**src/rtl/coeff_assemble.sv**
```systemverilog
// coeff_assemble
//   Collects one block of CAVLC levels (highest frequency first) and
//   run_before values. It places each nonzero level at its scan position
//   using TotalZeros and the runs. It then streams the whole block out in
//   scan order, index 0 first, under a valid/ready handshake.
//
// Ports
//   Clk         clock
//   Reset       synchronous, active-high reset
//   Start       begin a new block (honoured only when idle); samples
//               TotalCoeff and TotalZeros
//   TotalCoeff  nonzero coefficient count, 0..MAX_COEFF
//   TotalZeros  zeros before the last nonzero coefficient
//   LevelIn     signed level, valid with LevelWrReq (no backpressure)
//   RunIn       run_before for the current level, valid with RunValid
//   CoeffOut    registered coefficient value
//   CoeffIdx    scan index of CoeffOut
//   CoeffValid  CoeffOut/CoeffIdx valid; transfers when CoeffReady is high
//   CoeffReady  consumer ready
//   BlockDone   one-cycle pulse at the end of each block
//   Busy        high whenever the block engine is not idle
//   Error       sticky block error, cleared by the next accepted Start
module coeff_assemble #(
  parameter int MAX_COEFF = 16
) (
  input  logic               Clk,
  input  logic               Reset,
  input  logic               Start,
  input  logic [4:0]         TotalCoeff,
  input  logic [3:0]         TotalZeros,
  input  logic signed [12:0] LevelIn,
  input  logic               LevelWrReq,
  input  logic [3:0]         RunIn,
  input  logic               RunValid,
  output logic signed [12:0] CoeffOut,
  output logic [3:0]         CoeffIdx,
  output logic               CoeffValid,
  input  logic               CoeffReady,
  output logic               BlockDone,
  output logic               Busy,
  output logic               Error
);

  localparam logic [5:0] MaxCoeff6 = 6'(MAX_COEFF);
  localparam logic [3:0] LastIdx   = 4'(MAX_COEFF - 1);

  typedef enum logic [2:0] {
    Idle,
    Collect,
    Place,
    Emit,
    Done
  } stateT;

  stateT state, stateNext;

  // Block parameters latched at Start.
  logic [4:0] tc;
  logic [3:0] tz;

  // Counters.
  logic [4:0]        lvlCnt, runCnt;
  logic [3:0]        placeIdx;
  logic signed [4:0] pos;
  logic [3:0]        zerosLeft;
  logic [3:0]        emitIdx;

  // Storage.
  logic signed [12:0] levelMem [MAX_COEFF];
  logic [3:0]         runMem   [MAX_COEFF];
  logic signed [12:0] coefMem  [MAX_COEFF];

  // Control strobes.
  logic [5:0] sumTcTz;
  logic       startTake, startBad;
  logic [4:0] runTarget;
  logic       lvlTake, lvlExtra, runTake, runExtra;
  logic [4:0] lvlCntNext, runCntNext;
  logic       collectDone;
  logic       placeLast;
  logic [3:0] runRaw, runUse;
  logic       runClamp;
  logic       handshake;

  assign sumTcTz   = {1'b0, TotalCoeff} + {2'b00, TotalZeros};
  assign startTake = (state == Idle) && Start;
  assign startBad  = (sumTcTz > MaxCoeff6) || ({1'b0, TotalCoeff} > MaxCoeff6);

  // tc is at least 1 while collecting or placing, so this never wraps there.
  assign runTarget = tc - 5'd1;

  assign lvlTake    = (state == Collect) && LevelWrReq && (lvlCnt < tc);
  assign lvlExtra   = (state == Collect) && LevelWrReq && (lvlCnt >= tc);
  assign runTake    = (state == Collect) && RunValid && (runCnt < runTarget);
  assign runExtra   = (state == Collect) && RunValid && (runCnt >= runTarget);
  assign lvlCntNext = lvlCnt + {4'd0, lvlTake};
  assign runCntNext = runCnt + {4'd0, runTake};

  // The exit test counts this cycle's writes, so PLACE starts right after the
  // edge that accepts the final level or run.
  assign collectDone = (lvlCntNext == tc) && (runCntNext == runTarget);

  assign placeLast = ({1'b0, placeIdx} == runTarget);
  assign runRaw    = runMem[placeIdx];
  assign runClamp  = runRaw > zerosLeft;
  assign runUse    = runClamp ? zerosLeft : runRaw;

  assign handshake = (state == Emit) && CoeffReady;

  assign CoeffValid = (state == Emit);
  assign BlockDone  = (state == Done);
  assign Busy       = (state != Idle);
  assign CoeffIdx   = emitIdx;

  // Next-state logic.
  always_comb begin
    // NOTE: default assigned first so every path drives stateNext; a missing
    // branch would otherwise infer a latch.
    stateNext = state;
    unique case (state)
      Idle: begin
        if (Start) begin
          if (startBad)                stateNext = Done;
          else if (TotalCoeff == 5'd0) stateNext = Emit;
          else                         stateNext = Collect;
        end
      end
      Collect: if (collectDone) stateNext = Place;
      Place:   if (placeLast) stateNext = Emit;
      Emit:    if (handshake && (emitIdx == LastIdx)) stateNext = Done;
      Done:    stateNext = Idle;
      default: stateNext = Idle;
    endcase
  end

  // State, counters and registered outputs.
  always_ff @(posedge Clk) begin
    // NOTE: non-blocking assignments throughout clocked logic, so every
    // register samples pre-edge values regardless of statement order.
    if (Reset) begin
      state     <= Idle;
      tc        <= '0;
      tz        <= '0;
      lvlCnt    <= '0;
      runCnt    <= '0;
      placeIdx  <= '0;
      pos       <= '0;
      zerosLeft <= '0;
      emitIdx   <= '0;
      CoeffOut  <= '0;
      Error     <= 1'b0;
    end else begin
      state <= stateNext;
      unique case (state)
        Idle: begin
          if (Start) begin
            tc       <= TotalCoeff;
            tz       <= TotalZeros;
            lvlCnt   <= '0;
            runCnt   <= '0;
            emitIdx  <= '0;
            CoeffOut <= '0;
            Error    <= startBad;
          end
        end
        Collect: begin
          lvlCnt <= lvlCntNext;
          runCnt <= runCntNext;
          if (lvlExtra || runExtra) Error <= 1'b1;
          if (collectDone) begin
            pos       <= $signed(tc + {1'b0, tz} - 5'd1);
            zerosLeft <= tz;
            placeIdx  <= '0;
          end
        end
        Place: begin
          if (placeLast) begin
            emitIdx <= '0;
            // The final write may target index 0 on this very edge, so
            // forward the level rather than read the stale array entry.
            CoeffOut <= (pos == 5'sd0) ? levelMem[placeIdx] : coefMem[0];
          end else begin
            placeIdx  <= placeIdx + 4'd1;
            pos       <= pos - 5'sd1 - $signed({1'b0, runUse});
            zerosLeft <= zerosLeft - runUse;
            if (runClamp) Error <= 1'b1;
          end
        end
        Emit: begin
          // CoeffOut only advances on a transfer, so it holds while stalled.
          if (handshake && (emitIdx != LastIdx)) begin
            emitIdx  <= emitIdx + 4'd1;
            CoeffOut <= coefMem[emitIdx + 4'd1];
          end
        end
        default: ;
      endcase
    end
  end

  // Block storage. The coefficient array is cleared functionally at Start.
  always_ff @(posedge Clk) begin
    // NOTE: storage arrays carry no reset; nothing reads them before a new
    // block overwrites or clears them.
    if (lvlTake) levelMem[lvlCnt[3:0]] <= LevelIn;
    if (runTake) runMem[runCnt[3:0]]   <= RunIn;
    if (startTake) begin
      for (int i = 0; i < MAX_COEFF; i++) coefMem[i] <= '0;
    end else if (state == Place) begin
      coefMem[pos[3:0]] <= levelMem[placeIdx];
    end
  end

endmodule

```
**config.mk**
```make
export PLATFORM = sky130hd
export DESIGN_NAME = coeff_assemble
export DESIGN_NICKNAME = d
export VERILOG_FILES = /design/src/rtl/coeff_assemble.sv
export SDC_FILE = /design/constraint.sdc
export NUM_CORES = 1
export LEC_CHECK = 0
export CORE_ASPECT_RATIO = 0.8
export CORE_UTILIZATION = 40
export DETAILED_ROUTE_END_ITERATION = 6
export DONT_BUFFER_PORTS = 1
export PLACE_DENSITY = 0.57
export SLEW_MARGIN = 20
export SYNTH_ARGS = -nofsm -noshare
export SYNTH_HDL_FRONTEND = slang
export SYNTH_SLANG_ARGS = --single-unit
```
**constraint.sdc**
```tcl
create_clock -name Clk -period 7.5 [get_ports Clk]
set_input_delay 1.125 -clock Clk [delete_from_list [all_inputs] [get_ports Clk]]
set_output_delay 1.125 -clock Clk [all_outputs]
set_load 0.02 [all_outputs]
```
# == Yosys cells after proc, flatten, opt, wreduce, memory -nomap -nowiden ==
# Memory sizes are Yosys's and may differ from the RTL's. A register that Yosys moved wholly into a read port is not among the register bits.
# Index checks and enable logic that the tools add are counted.
# op_classes
eq_ne,17
addsub,11
magnitude_cmp,7
n_reduce_logical,28
muxes,50
# ops
operator,count
2-to-1 mux 13 bit,5
2-to-1 mux 4 bit,13
one-hot mux 13 bit (3 select lines),1
one-hot mux 5 bit (2 select lines),3
one-hot mux 4 bit (2 select lines),2
2-to-1 mux 3 bit,5
2-to-1 mux 5 bit,3
2-to-1 mux 1 bit,14
OR reduction 13 bit,1
one-hot mux 3 bit (4 select lines),1
one-hot mux 4 bit (3 select lines),1
logical AND 1 bit,11
adder 5 x 1 -> 5 bit,2
equality test 5 bit,2
greater-or-equal comparator 5 bit,2
zero test 5 bit,2
< comparator 5 bit,2
!= test 2 bit (second input constant),5
subtractor 5 x 1 -> 5 bit (second input constant),2
nonzero test 3 bit,3
adder 4 x 1 -> 4 bit (second input constant),2
AND reduction 4 bit,2
adder 5 x 4 -> 6 bit,1
equality test 3 x 2 -> 1 bit (second input constant),2
other kinds (21),26
# word_totals
in_bits,32
ram_bits,480
n_memories,3
out_inout_bits,21
wordCells,127
reg_bits,53
# mem_list
name,words,word_bits,rd,rd_ports_with_merged_regs,write_ports,line,source
coefMem,16,13,2,0,16,71,logic signed [12:0] coefMem [MAX_COEFF];
levelMem,16,13,1,1,1,69,logic signed [12:0] levelMem [MAX_COEFF];
runMem,16,4,1,1,1,70,logic [3:0] runMem [MAX_COEFF];

# == Depth between registers and ports, before layout ==
# logic_depth
depth_word,10
ltp_mapped,23
mapped_depth_nobuf,18

# == Worst setup path after synthesis ==
# Ideal clock, no wire load.
# synth_path
path_type,register to register
start,reg (tool-made name)
end,reg pos[4]
path_stages_with_launch,19
n_path_buf,4
period_less_slack_ns,4.185
t_required_ns,7.383
slack_ns,3.315
arrival_ns,4.068
setup_time_ns,0.117
path_cell_list,dfxtp_1 -> buf_6 -> buf_12 -> buf_2 -> mux4_2 -> mux4_2 -> ha_1 -> a21oi_1 -> o21ai_0 -> o21ai_0 -> buf_2 -> nor2_1 -> a21oi_2 -> ha_1 -> fa_1 -> a21o_1 -> a21oi_1 -> o21ai_0 -> a32o_1
# synth_rtl
element,line,source
end signal: assignment,171,"pos <= $signed(tc + {1'b0, tz} - 5'd1);"
end signal: assignment,184,"pos <= pos - 5'sd1 - $signed({1'b0, runUse});"
end: declaration,64,logic signed [4:0] pos;

==> metrics.cfg <==
[worst_setup_path]
path_cells=buf_4 -> mux4_2 -> mux2i_1 -> mux2i_1 -> ha_1 -> nand2_1 -> o21ai_0 -> o21ai_0 -> buf_4 -> nor2_1 -> a21oi_2 -> ha_1 -> fa_1 -> a21o_1 -> a21oi_1 -> o21ai_0 -> a32o_1
cpLargestDelayFamily=compound AO/OA/AOI/OAI gates
worst-path-buf-inv=2
crit_top_cell=o21ai_0
cp-end-kind=register
critical_path_class=register to register
crit_fanout=38
cpMaxStageDelayCell=dfxtp_4
start_kind=register
cp_data_required_time_ns=7.99
slowest_delay_ns=0.84
cp.arrival_ns=5.48

[power]
power_frac_comb=0.208
clkPwrFrac=0.306
power.density_mw_per_mm2=326
switching_share=0.299
internal_power_mw=5.96
p_sw_mw=2.55
p_leak_nw=8.64
pwr-share-seq=0.486
power_mw=8.51
vdd.ir_drop.worst_v=0.000207

[synth]
avgSynthCellArea_um2=15.0
synth_edf_count=480
synthCells=1585
yosysWarnings=0
synth-seq-cells=537
yosys.cell_types.count=63
syn_nets=1660
synthArstFlopShare=0
synth_area_leaders=edfxtp_1 61%, mux4_2 11%, dfxtp_1 4.8%
ys.flop_type=edfxtp_1
synth_top_cell_area_share=0.608
yosys.area.top_type=edfxtp_1
ys_seq_area_frac=0.656
syn_area_mm2=0.0237

[layout]
n_fill_cell=5143
layout_common_cells=480 x edfxtp_1, 279 x nor2_1, 113 x mux4_2
drive_gt1_frac=0.167
syn2layout_area_growth_pct=10.2
design_area_mm2=0.0261
utilization=0.448
final_common_cell=edfxtp_1
final_cells=2382
antenna_cells=0
layout.nets=1642

[die]
dieArea_mm2=0.0603
start_util=0.407
die_height_um=220
ioPinCount=53
row_count=79
core_mm2=0.0583
dieWidth_um=274

[clock_tree]
clock-root-buffer=clkbuf_16
post_cts_buffers=0
numCtsBuffers=55
cts.sinks=537
clock_path_buffers=3
hold_buffers=0
htreeDepth=2
cts_tree=done
insertion_delay_ns=0.62
ctsResizeCount=0
clkSlewWorstSetupHoldPaths_ns=0.06

[timing]
setup_viol_count_final=0
min_period_over_period=0.666
final_hold_viol_count=0
period_needed_ns=5.00
drv_slew=0
rsz0062_at_grt=no
worstMarginPinSlew_ns=0.834
postLayoutSetupSlackWorst_ns=2.50
whs_ns=0.493
max_freq_ghz=0.200
slew_headroom=0.444
final.setup.tns_ns=0
finalClockSkew_ns=0.0319

[detailed_routing]
routed-via-count=13200
vias_per_cell=5.53
totalWireLength_um=52900
drc=0
drtIter0Drc=967
postRouteAntennaNets=0
drt-pass1-iter-count=5
wl_per_cell_um=22.2

[global_route]
grt_first_pass_wirelength_um=82000
grt-ovfl-total=0
grt_pass1_vias=13500
grt_max_degree=52
antenna_found_initial=0
grt_usage=0.180

[min_path]
min_path_type=register to register
hold_start=tz[0]$_SDFFE_PP0P_

[flow_run]
cap_viol_max_count=0

[status]
outcome=finished clean

[place]
dp.final_hpwl_um=33400
io_buffers=0
gp_congestion=0.804
dp.cells=2278
place_ws_ns=2.41
place_area_mm2=0.0244

[worst paths after layout]
check,to,slack (ns),cells past startpoint
min,tz[0]$_SDFFE_PP0P_,0.49,2
min reg2reg,tz[0]$_SDFFE_PP0P_,0.49,2
max,pos[4]$_SDFFE_PP0P_,2.50,17
max reg2reg,pos[4]$_SDFFE_PP0P_,2.50,17
[power groups by stage]
stage,Sequential (mW),Clock (mW),Combinational [mW]
2_1_floorplan,4.06,0,1.43
3_3_place_gp,4.18,0,1.74
3_5_place_dp,4.21,0,1.77
4_1_cts,4.15,2.65,1.78
5_1_grt,4.20,2.77,1.95
6_report,4.14,2.60,1.77
[routing by layer]
layer | global-route usage | up-vias | wire [µm]
met3 | 0.0296 | 71 | 2680
met1 | 0.255 | 6798 | 23800
met2 | 0.290 | 360 | 25400
met5 | 0 | - | 0
li1 | - | 5951 | -
met4 | 0.0457 | 0 | 1030
[cell usage after synthesis, types with 24 or more instances]
cell type / n
edfxtp_1: 480
ha_1: 39
clkbuf_1: 60
buf_2: 30
a21oi_1: 63
nand3_1: 24
mux4_2: 113
inv_1: 35
nand2_1: 96
mux2i_1: 37
dfxtp_1: 57
nor2_1: 279
o21ai_0: 32
[cell families (layout without fill, tap and decap cells)]
kind of cell,count (synthesis),count (layout),share of synthesized area
xor gates and xnor gates,33,33,0.0128
buffers and inverters,141,169,0.0279
DFF,537,537,0.656
AOI/OAI and AO/OA,189,189,0.0556
adders and majority gates,43,43,0.0240
muxes,174,174,0.141
and+or+nand+nor,468,468,0.0833
[area by class of cell]
type	instances	area (µm²)	share of cell area
clock inverters	33	259	0.00991
inverters	37	139	0.00531
multi-input cells	907	7550	0.289
flip-flops and latches	537	15600	0.596
clock buffers	70	1430	0.0548
repair buffers	29	221	0.00847
well taps	769	962	0.0368
[sequential cells by signal, summed over array words and instances, names as in the netlist, named ones only]
name	flops
zerosLeft	4
CoeffOut	13
placeIdx	4
CoeffIdx	4
tz	4
lvlCnt	5
levelMem	208
tc	5
Error	1
runMem	64
state	3
coefMem	208
runCnt	5
pos	5
[worst reg2reg max path: stages (launching register included)]
cell,delay [ns]
dfxtp_4,0.84
buf_4,0.71
mux4_2,0.62
mux2i_1,0.14
mux2i_1,0.16
ha_1,0.35
nand2_1,0.06
o21ai_0,0.12
o21ai_0,0.10
buf_4,0.18
nor2_1,0.12
a21oi_2,0.06
ha_1,0.21
fa_1,0.44
a21o_1,0.17
a21oi_1,0.19
o21ai_0,0.12
a32o_1,0.30
(Power assumes the default switching activity.)
